<file path="src/rtl/fb_vport_gen.sv">
// fb_vport_gen: buffers an RGB555 start/dv/ready pixel stream and replays it against free-running
// raster timing as 8-bit RGB/HS/VS/DE. Define FB_TEST_PATTERN_EN to add the iPATTERN colour-bar override.
module fb_vport_gen #(
   parameter int H_ACTIVE = 640,
   parameter int H_FP     = 16,
   parameter int H_SYNC   = 96,
   parameter int H_BP     = 48,
   parameter int V_ACTIVE = 480,
   parameter int V_FP     = 10,
   parameter int V_SYNC   = 2,
   parameter int V_BP     = 33,
   parameter bit HS_POL   = 1'b0,
   parameter bit VS_POL   = 1'b0,
   parameter int FIFO_AW  = 4
) (
   input  logic        iCLK,
   input  logic        iRESET,
   input  logic [14:0] iST_DATA,
   input  logic        iST_START,
   input  logic        iST_DV,
`ifdef FB_TEST_PATTERN_EN
   input  logic        iPATTERN,
`endif
   output logic        oST_READY,
   output logic [7:0]  oRED,
   output logic [7:0]  oGRN,
   output logic [7:0]  oBLU,
   output logic        oHS,
   output logic        oVS,
   output logic        oDE,
   output logic        oLOCKED,
   output logic        oUNDERRUN,
   output logic        oDESYNC
);

   localparam int H_TOTAL = H_ACTIVE + H_FP + H_SYNC + H_BP;
   localparam int V_TOTAL = V_ACTIVE + V_FP + V_SYNC + V_BP;
   localparam int HW      = $clog2(H_TOTAL);
   localparam int VW      = $clog2(V_TOTAL);
   localparam int DEPTH   = 1 << FIFO_AW;
   localparam int CW      = FIFO_AW + 1;

   localparam logic [HW-1:0] H_LAST = HW'(H_TOTAL - 1);
   localparam logic [HW-1:0] H_ACT  = HW'(H_ACTIVE);
   localparam logic [HW-1:0] HS_BEG = HW'(H_ACTIVE + H_FP);
   localparam logic [HW-1:0] HS_END = HW'(H_ACTIVE + H_FP + H_SYNC);
   localparam logic [VW-1:0] V_LAST = VW'(V_TOTAL - 1);
   localparam logic [VW-1:0] V_ACT  = VW'(V_ACTIVE);
   localparam logic [VW-1:0] VS_BEG = VW'(V_ACTIVE + V_FP);
   localparam logic [VW-1:0] VS_END = VW'(V_ACTIVE + V_FP + V_SYNC);
   localparam logic [CW-1:0] CNT_FULL = CW'(DEPTH);

   typedef enum logic [1:0] {HUNT, FILL, RUN} vpState_t;

   typedef struct packed {
      logic        start;
      logic [14:0] data;
   } fifoWord_t;

   function automatic logic [7:0] expand(input logic [4:0] c5);
      return {c5, c5[4:2]};
   endfunction

   // ---------------- raster timing ----------------
   logic [HW-1:0] hCnt;
   logic [VW-1:0] vCnt;
   logic          hWrap, frameEnd, origin, active, hsWin, vsWin;

   assign hWrap    = (hCnt == H_LAST);
   assign frameEnd = hWrap && (vCnt == V_LAST);
   assign origin   = (hCnt == '0) && (vCnt == '0);
   assign active   = (hCnt < H_ACT) && (vCnt < V_ACT);
   assign hsWin    = (hCnt >= HS_BEG) && (hCnt < HS_END);
   assign vsWin    = (vCnt >= VS_BEG) && (vCnt < VS_END);

   // Counters never stall: errors only affect the stream side.
   always_ff @(posedge iCLK) begin
      if (iRESET) begin
         hCnt <= '0;
         vCnt <= '0;
      end else begin
         hCnt <= hWrap ? '0 : hCnt + HW'(1);
         if (hWrap)
            vCnt <= (vCnt == V_LAST) ? '0 : vCnt + VW'(1);
      end
   end

   // ---------------- pixel FIFO ----------------
   fifoWord_t          mem [DEPTH];
   fifoWord_t          head;
   logic [FIFO_AW-1:0] wrPtr, rdPtr;
   logic [CW-1:0]      count;
   logic               empty, full;

   assign head  = mem[rdPtr];
   assign empty = (count == '0);
   assign full  = (count == CNT_FULL);

   // ---------------- stream control ----------------
   vpState_t state, nextState;
   logic     rdyEn, stReady, xfer, popDue, underrun, desync, flush, pop, wr;

   // rdyEn holds ready low for the first cycle out of reset.
   assign stReady  = rdyEn && ((state == HUNT) || !full);
   assign xfer     = iST_DV && stReady;
   assign popDue   = (state == RUN) && active;
   assign underrun = popDue && empty;
   assign desync   = popDue && !empty && (head.start != origin);
   assign flush    = underrun || desync;
   assign pop      = popDue && !empty && !desync;
   assign wr       = xfer && !flush && ((state != HUNT) || iST_START);

   assign oST_READY = stReady;
   assign oLOCKED   = (state == RUN);

   always_ff @(posedge iCLK) begin
      if (wr)
         mem[wrPtr] <= fifoWord_t'({iST_START, iST_DATA});
   end

   always_ff @(posedge iCLK) begin
      if (iRESET || flush) begin
         wrPtr <= '0;
         rdPtr <= '0;
         count <= '0;
      end else begin
         if (wr)
            wrPtr <= wrPtr + FIFO_AW'(1);
         if (pop)
            rdPtr <= rdPtr + FIFO_AW'(1);
         if (wr && !pop)
            count <= count + CW'(1);
         else if (pop && !wr)
            count <= count - CW'(1);
      end
   end

   always_ff @(posedge iCLK) begin
      if (iRESET) begin
         state <= HUNT;
         rdyEn <= 1'b0;
      end else begin
         state <= nextState;
         rdyEn <= 1'b1;
      end
   end

   always_comb begin
      nextState = state;
      unique case (state)
         HUNT:    if (xfer && iST_START) nextState = FILL;
         FILL:    if (frameEnd)          nextState = RUN;
         RUN:     if (flush)             nextState = HUNT;
         default:                        nextState = HUNT;
      endcase
   end

   // ---------------- pixel colour ----------------
   logic [7:0] redNxt, grnNxt, bluNxt;

`ifdef FB_TEST_PATTERN_EN
   localparam int BAR_W = H_ACTIVE / 8;
   logic [HW-1:0] barQuot;
   logic [2:0]    barIdx;
   logic [2:0]    barRgb;

   assign barQuot = hCnt / HW'(BAR_W);
   assign barIdx  = barQuot[2:0];

   // {R,G,B} on/off per bar, left to right.
   always_comb begin
      barRgb = 3'b000;
      unique case (barIdx)
         3'd0: barRgb = 3'b111;
         3'd1: barRgb = 3'b110;
         3'd2: barRgb = 3'b011;
         3'd3: barRgb = 3'b010;
         3'd4: barRgb = 3'b101;
         3'd5: barRgb = 3'b100;
         3'd6: barRgb = 3'b001;
         default: barRgb = 3'b000;
      endcase
   end
`endif

   always_comb begin
      redNxt = '0;
      grnNxt = '0;
      bluNxt = '0;
      if (pop) begin
         redNxt = expand(head.data[14:10]);
         grnNxt = expand(head.data[9:5]);
         bluNxt = expand(head.data[4:0]);
      end
`ifdef FB_TEST_PATTERN_EN
      if (iPATTERN && active) begin
         redNxt = {8{barRgb[2]}};
         grnNxt = {8{barRgb[1]}};
         bluNxt = {8{barRgb[0]}};
      end
`endif
   end

   // ---------------- registered video outputs ----------------
   always_ff @(posedge iCLK) begin
      if (iRESET) begin
         oDE       <= 1'b0;
         oHS       <= !HS_POL;
         oVS       <= !VS_POL;
         oRED      <= '0;
         oGRN      <= '0;
         oBLU      <= '0;
         oUNDERRUN <= 1'b0;
         oDESYNC   <= 1'b0;
      end else begin
         oDE       <= active;
         oHS       <= hsWin ? HS_POL : !HS_POL;
         oVS       <= vsWin ? VS_POL : !VS_POL;
         oRED      <= redNxt;
         oGRN      <= grnNxt;
         oBLU      <= bluNxt;
         oUNDERRUN <= underrun;
         oDESYNC   <= desync && !underrun;
      end
   end

endmodule

</file>
<file path="config.mk">
export PLATFORM = sky130hd
export DESIGN_NAME = fb_vport_gen
export DESIGN_NICKNAME = d
export VERILOG_FILES = /design/src/rtl/fb_vport_gen.sv
export SDC_FILE = /design/constraint.sdc
export NUM_CORES = 1
export LEC_CHECK = 0
export CAP_MARGIN = 20
export CORE_UTILIZATION = 30
export CTS_CLUSTER_SIZE = 40
export DETAILED_ROUTE_END_ITERATION = 12
export PLACE_DENSITY = 0.5
export RECOVER_POWER = 50
export SLEW_MARGIN = 30
export SYNTH_ARGS = -nofsm -noshare
export SYNTH_HDL_FRONTEND = slang
export SYNTH_SLANG_ARGS = --single-unit
</file>
<file path="constraint.sdc">
create_clock -name iCLK -period 3.2 [get_ports iCLK]
set_clock_uncertainty 0.15 [all_clocks]
set_input_delay 0.48 -clock iCLK [delete_from_list [all_inputs] [get_ports iCLK]]
set_output_delay 0.48 -clock iCLK [all_outputs]
set_load 0.005 [all_outputs]
</file>
# Word level (Yosys, flattened, before mapping)
# Memories as Yosys holds them, arrays and structs flattened. A register that Yosys moved wholly into a read port is not among the register bits.
# Cells that the tools add are included.
# op_classes
bitwise	1
n_eq_ne	9
n_lt_le_gt_ge	6
n_addsub	6
n_mux	14
n_reduce_logical	38
# ops
cell	count
10-bit by 1-bit adder with 10-bit output, second input constant	2
10-bit equality test, second input constant	2
10-bit zero test	2
10-bit less-than comparator, second input constant	2
10-bit by 9-bit less-than comparator with 1-bit output, second input constant	2
1-bit logical AND	18
10-bit >= comparator, second input constant	1
10-bit by 9-bit >= comparator with 1-bit output, second input constant	1
10-bit 2-to-1 mux	1
5-bit 2-to-1 mux	2
4-bit by 1-bit adder with 4-bit output, second input constant	2
4-bit 2-to-1 mux	2
1-bit zero test	7
2-bit 2-to-1 mux	3
2-bit case mux with 3 select lines	1
5-bit by 1-bit adder with 5-bit output, second input constant	1
5-bit equality test, second input constant	1
5-bit zero test	1
1-bit 2-to-1 mux	5
5-bit by 1-bit subtractor with 5-bit output, second input constant	1
1-bit logical OR	4
2-bit by 1-bit inequality test with 1-bit output, second input constant	2
2-bit nonzero test	2
2-bit OR reduction	2
other kinds (7)	7
# word_totals
ramBits	256
input_bits	19
memories	1
word_cells	90
regBits	65
# memory_table
name	words	word_bits	read_ports	rd_clocked_by_memory_dff	wr	line_no	text
mem	16	16	1	1	1	89	fifoWord_t mem [DEPTH];

# Depth between registers and ports, before layout
# depth
word_depth	13
depth_mapped	17

# Least setup slack after synthesis
# OpenSTA, ideal clock, no wires.
# synth_timing
path_type	register to register
start	reg hCnt[7]
end	reg count[4]
setup_slack_ps	-220
synth_period_minus_slack_ps	3420
path_stages_with_launch	16
required_time_ps	2918
arrival_ps	3138
path_cell_list	dfxtp_1 -> or3_4 -> or4_4 -> nor2_1 -> xnor2_2 -> a31o_4 -> buf_6 -> ha_1 -> inv_1 -> fa_1 -> a21o_1 -> a21oi_1 -> xnor2_1 -> nor2_1 -> xnor2_1 -> nor3_1
# synth_between
elab_chain_cells	12
elab_cells_between_ends	22
classes_between	order compare: 1; eq/ne: 1; mux: 1; reduce/logical: 19
# synth_rtl
element	line_no	text
start, declared	65	logic [HW-1:0] hCnt;
start signal, assigned	82	hCnt <= hWrap ? '0 : hCnt + HW'(1);
10-bit less-than comparator	72	assign active = (hCnt < H_ACT) && (vCnt < V_ACT);
1-bit logical AND	72	
1-bit logical AND	106	assign popDue = (state == RUN) && active;
1-bit logical AND (2 in a row)	108	assign desync = popDue && !empty && (head.start != origin);
1-bit logical OR *	109	assign flush = underrun || desync;
1-bit zero test *	111	assign wr = xfer && !flush && ((state != HUNT) || iST_START);
1-bit logical AND * (2 in a row)	111	
via wr	101	logic rdyEn, stReady, xfer, popDue, underrun, desync, flush, pop, wr;
1-bit zero test	133	else if (pop && !wr)
1-bit logical AND	133	
2-bit nonzero test (no source line)	-	
end signal, assigned	132	count <= count + CW'(1);
end signal, assigned	134	count <= count - CW'(1);
end, declared	92	logic [CW-1:0] count;
# The timed path passes the listed nets; every way through them passes the cells marked *.
# A chain may end at the register's enable or synchronous reset.

# Worst setup path in the final report
# layout_timing
start	reg hCnt[7]
end	reg count[4]
# layout_between
elab_chain_cells	12
elab_cells_between_ends	22
classes_between	order compare: 1; eq/ne: 1; mux: 1; reduce/logical: 19
# layout_rtl
element	line_no
10-bit less-than comparator	72
1-bit logical AND	72
1-bit logical AND	106
1-bit logical AND	108, 110
1-bit logical AND	108
1-bit logical OR	109
1-bit zero test	111
1-bit logical AND (2 in a row)	111
1-bit zero test	133
1-bit logical AND	133
2-bit nonzero test (no source line)	-
# Several ways; a longest one is shown, not always the timed one.

==> results summary <==
The run finished with clean final reports. The worst path required time is 3.49 ns. The via count came out at 6240. Headroom to the max-slew limit came out at 35.0%. The filler cell count in the final layout came out at 3688.

The floorplan row count came out at 73. The final setup TNS is 0 ns. The sequential element share of the synthesized area came out at 72.0%. The final layout contains routed wiring with a total length of 26900 um. Compared with the post-synthesis result, the final layout area differs by 22.6%. The number of buffers on the longest clock path came out at 3. The pin count of the biggest net entering global routing is 61. The clock transition time at the flip-flop clock pins of the worst setup and hold paths is 0.06 ns. In the routed layout, each cell is associated on average with a via count of 4.78.

The tightest min-delay check is of the flip-flop to flip-flop type. Summed over all cells, the static leakage comes to 4.92 nW. The fraction of the mapped netlist area in adder cells came out at 1.48%. Yosys mapped a number of flops with a built-in enable equal to 256. The final global-route overflow total is 0.

CTS built an H-tree with a depth of 2. The clock period could shrink to 3.15 ns. The number of antenna violations at the first check in global routing came out at 1.

The post-synthesis simple-gate area fraction is 6.41%. Setup repair after global routing could not meet its margin everywhere. The part of the cycle the worst path needs is 98.5%. The global placer's final weighted congestion is 0.743.

The net count reported at finish is 788. STA classifies the critical path endpoint as a flip-flop. The worst slack at placement came out at -0.139 ns. Summing every instance area after synthesis gives 12300 um^2. The flop and latch count out of synthesis is 316. The synthesized netlist devotes 1.36% of its cell area to compound gates. The global-route wire length before repair is 40800 um.

The internal power of the cells came out at 0.00692 W. The total setup violations reported at the end of the flow is 0. The iteration count of the initial detailed-routing pass is 4. Global routing used 13.3% of the available tracks. The net count of the mapped netlist is 685. TritonCTS built the clock tree. Port buffering added 49 buffers. The met1 track demand over resource in global routing is 16.6%.

CTS placed an instance of clkbuf_16 at the clock tree root. The startpoint class of the critical path is a flip-flop. The insertion delay of the later-clocked pin in the worst-skew pair is 0.51 ns. The number of routed nets with antenna violations is 0.

The share of post-route cells with drive strength above 1 is 26.9%. After synthesis, the largest family of logic cells by area is multiplexers. The distinct cell type count of the synthesized netlist came out at 50. Of the total power, the share spent switching nets is 20.3%.

The footprint of the flip-flops and latches came out at 8890 um^2. The number of antenna diodes in the final layout is 0. The DRC violations left came out at 0. The power per unit of standard cell area came out at 573 nW/um^2. After global routing, the most crowded layer is met2. Max-cap violations in this run came to 0. Global routing consumed, on the met3 layer, 2.58% of the routing resources. The starting density of the core is 30.7%.

The mean post-synth cell area is 18.9 um^2. The area of the core region is 40200 um^2. The hold violation count in the final report is 0. The post-layout worst setup margin is 0.0471 ns. The number of global-route vias before repair came out at 6752.

The area of the multi-input gates came out at 3350 um^2. The highest fanout seen on the critical path is 3. The area of the die is 42000 um^2. The most area-hungry cell type in the Yosys netlist is edfxtp_1. STA puts the critical path data arrival time at 3.44 ns. The met2 global-route usage came out at 23.4%. For this design the total switching power over the nets is 0.00177 W. The portion of synthesized area spent on multiplexers is 15.2%. The actual transition at the worst max-transition pin is 0.975 ns. The average wire length per cell after detail routing came out at 20.6 um.

The share of total power dissipated in combinational logic is 3.8%. The detailed placement HPWL is 15000 um. The share of flip-flops with an asynchronous set or reset came out at 0%.

The design draws 0.00868 W. Among all flip-flop cells after synthesis, the most frequent one is edfxtp_1. The number of max-slew violations in the final report was 0. The number of buffers added by the clock tree synthesis step is 36.

The fraction of power consumed by the clock network came out at 44.4%. The number of ports placed on the die boundary is 50. Sorting the synthesized cells by area gives the leading types as edfxtp_1 (62%), mux4_2 (14%), dfxtp_1 (9.7%).

The die height is 205 um. The violation count after the first detailed-routing iteration came out at 394. The critical path in this run is classified as flip-flop to flip-flop.

The width of the chip came out at 205 um. After synthesis, the largest area contributor takes up 62.3% of total cell area. Of the total synthesized cell area, the portion taken by XOR and XNOR cells is 1.69%.

Derived from the worst setup path, the maximum achievable clock frequency is 317 MHz. Counting every instance in the synthesized netlist gives 652. The yosys synthesis warning count came out at 0. Sequential cells account for 51.8% of the total power.

The TritonCTS sink count came out at 316. Across the VDD grid, the largest voltage drop is 0.316 mV.
## cell usage in the layout (no fill, tap or decap), types with 3 or more instances in the layout
cell type and count:
inv_1 10, nor2_1 30, clkbuf_1 9, dfxtp_1 58, nor2b_1 18, a21oi_1 5
and3_1 19, clkinv_1 5, nand4_1 8, and2_1 3, clkinv_2 9, mux4_2 79
buf_12 17, ha_4 4, xor2_1 12, mux2i_1 4, xnor2_1 10, a21oi_2 4
clkbuf_16 36, clkdlybuf4s50_1 4, mux2i_4 4, edfxtp_1 256, nand3_1 11, o21ai_0 5
nor3_1 18, or3_1 6, ha_1 9, nand2_1 11, buf_4 29, dlygate4sd3_1 45
## flip-flops by register name, indices dropped and copies added, names as in the netlist, 2 cells and up, named ones only
name,count
count,5
hCnt,10
mem,256
oBLU,5
oGRN,5
oRED,5
rdPtr,4
state,2
vCnt,10
wrPtr,4
## metal layers
layer | routed length (um) | part of all wire (%)
met1 | 11500 | 43
met2 | 13700 | 51
met3 | 1100 | 4.1
met4 | 597 | 2.2
met5 | 10 | 0.037
## synth_stat cells, types with 2 or more instances
master,instances
edfxtp_1,256
mux4_2,79
dfxtp_1,60
nor2_1,31
and3_1,19
nor2b_1,18
nor3_1,18
clkbuf_1,13
ha_1,13
buf_4,12
xor2_1,12
inv_1,11
nand2_1,11
nand3_1,11
xnor2_1,10
a21oi_1,8
nand4_1,8
buf_2,6
mux2i_1,6
or3_1,6
o21ai_0,5
and2_1,3
buf_1,3
a21o_1,2
nand2b_1,2
nor3b_1,2
nor4_1,2
or4_1,2
or4b_2,2
## logic make-up (layout without fill, tap and decap cells)
logic type | count (synthesis) | count (layout)
AOI/OAI and AO/OA | 24 | 24
xor gates and xnor gates | 23 | 23
adders and majority gates | 14 | 14
buffers and inverters | 46 | 175
DFF | 316 | 316
muxes | 87 | 87
and+or+nand+nor | 142 | 142
## power by group through the flow
stage | logic, W | registers, W | clock network, W
after floorplan | 0.000169 | 0.00458 | 0
after detailed placement | 0.000314 | 0.00458 | 0
final | 0.000331 | 0.00450 | 0.00386
after global routing | 0.000366 | 0.00450 | 0.00415
after global placement | 0.000296 | 0.00458 | 0
after CTS | 0.000333 | 0.00449 | 0.00397
## critical path, cell delays in order (launching register included)
cell and delay [ns]:
dfxtp_1 0.31, or3_4 0.39, or4_4 0.46, buf_4 0.16
nor3_4 0.20, mux2i_4 0.11, ha_4 0.18, inv_4 0.06
buf_4 0.11, ha_4 0.20, a21o_1 0.19, a21oi_2 0.13
xnor2_1 0.13, nor2_1 0.07, xnor2_1 0.12, nor3_1 0.12
## worst paths after layout
path | from | endpoint | slack [ns] | cells after the start
min | rdPtr[2]$_SDFFE_PP0P_ | flip-flop | 0.37 | 2
min reg2reg | rdPtr[2]$_SDFFE_PP0P_ | flip-flop | 0.37 | 2
max | hCnt[7]$_SDFF_PP0_ | count[4]$_SDFFE_PP0P_ | 0.05 | 15
max reg2reg | hCnt[7]$_SDFF_PP0_ | count[4]$_SDFFE_PP0P_ | 0.05 | 15
## area by class of cell
cell class | count | area share [%]
sequential | 316 | 58.7
clock buffer | 44 | 6.28
inverter | 11 | 0.289
multi-input combinational | 290 | 22.1
timing repair buffer | 100 | 7.15
tap | 525 | 4.34
clock inverter | 20 | 1.09
## what timing repair did
item                                    4_1_cts  5_1_grt
buffers inserted                              5        2
hold buffers                                  0        0
gates resized for setup                       8        5
pin swaps                                    10        5
endpoints found under the setup margin        2        2
## stage by stage
step	hold slack, ns	cells	cell area (um^2)	util (%)
floorplan	0.291	652	12400	-
global placement	0.333	1235	13900	34.6
detailed placement	0.362	1235	13900	34.6
CTS	0.373	1304	15100	37.6
global route	0.390	1306	15100	37.7
finish	0.370	1306	15100	37.7
Note: power is estimated with default switching activity, not from simulation.
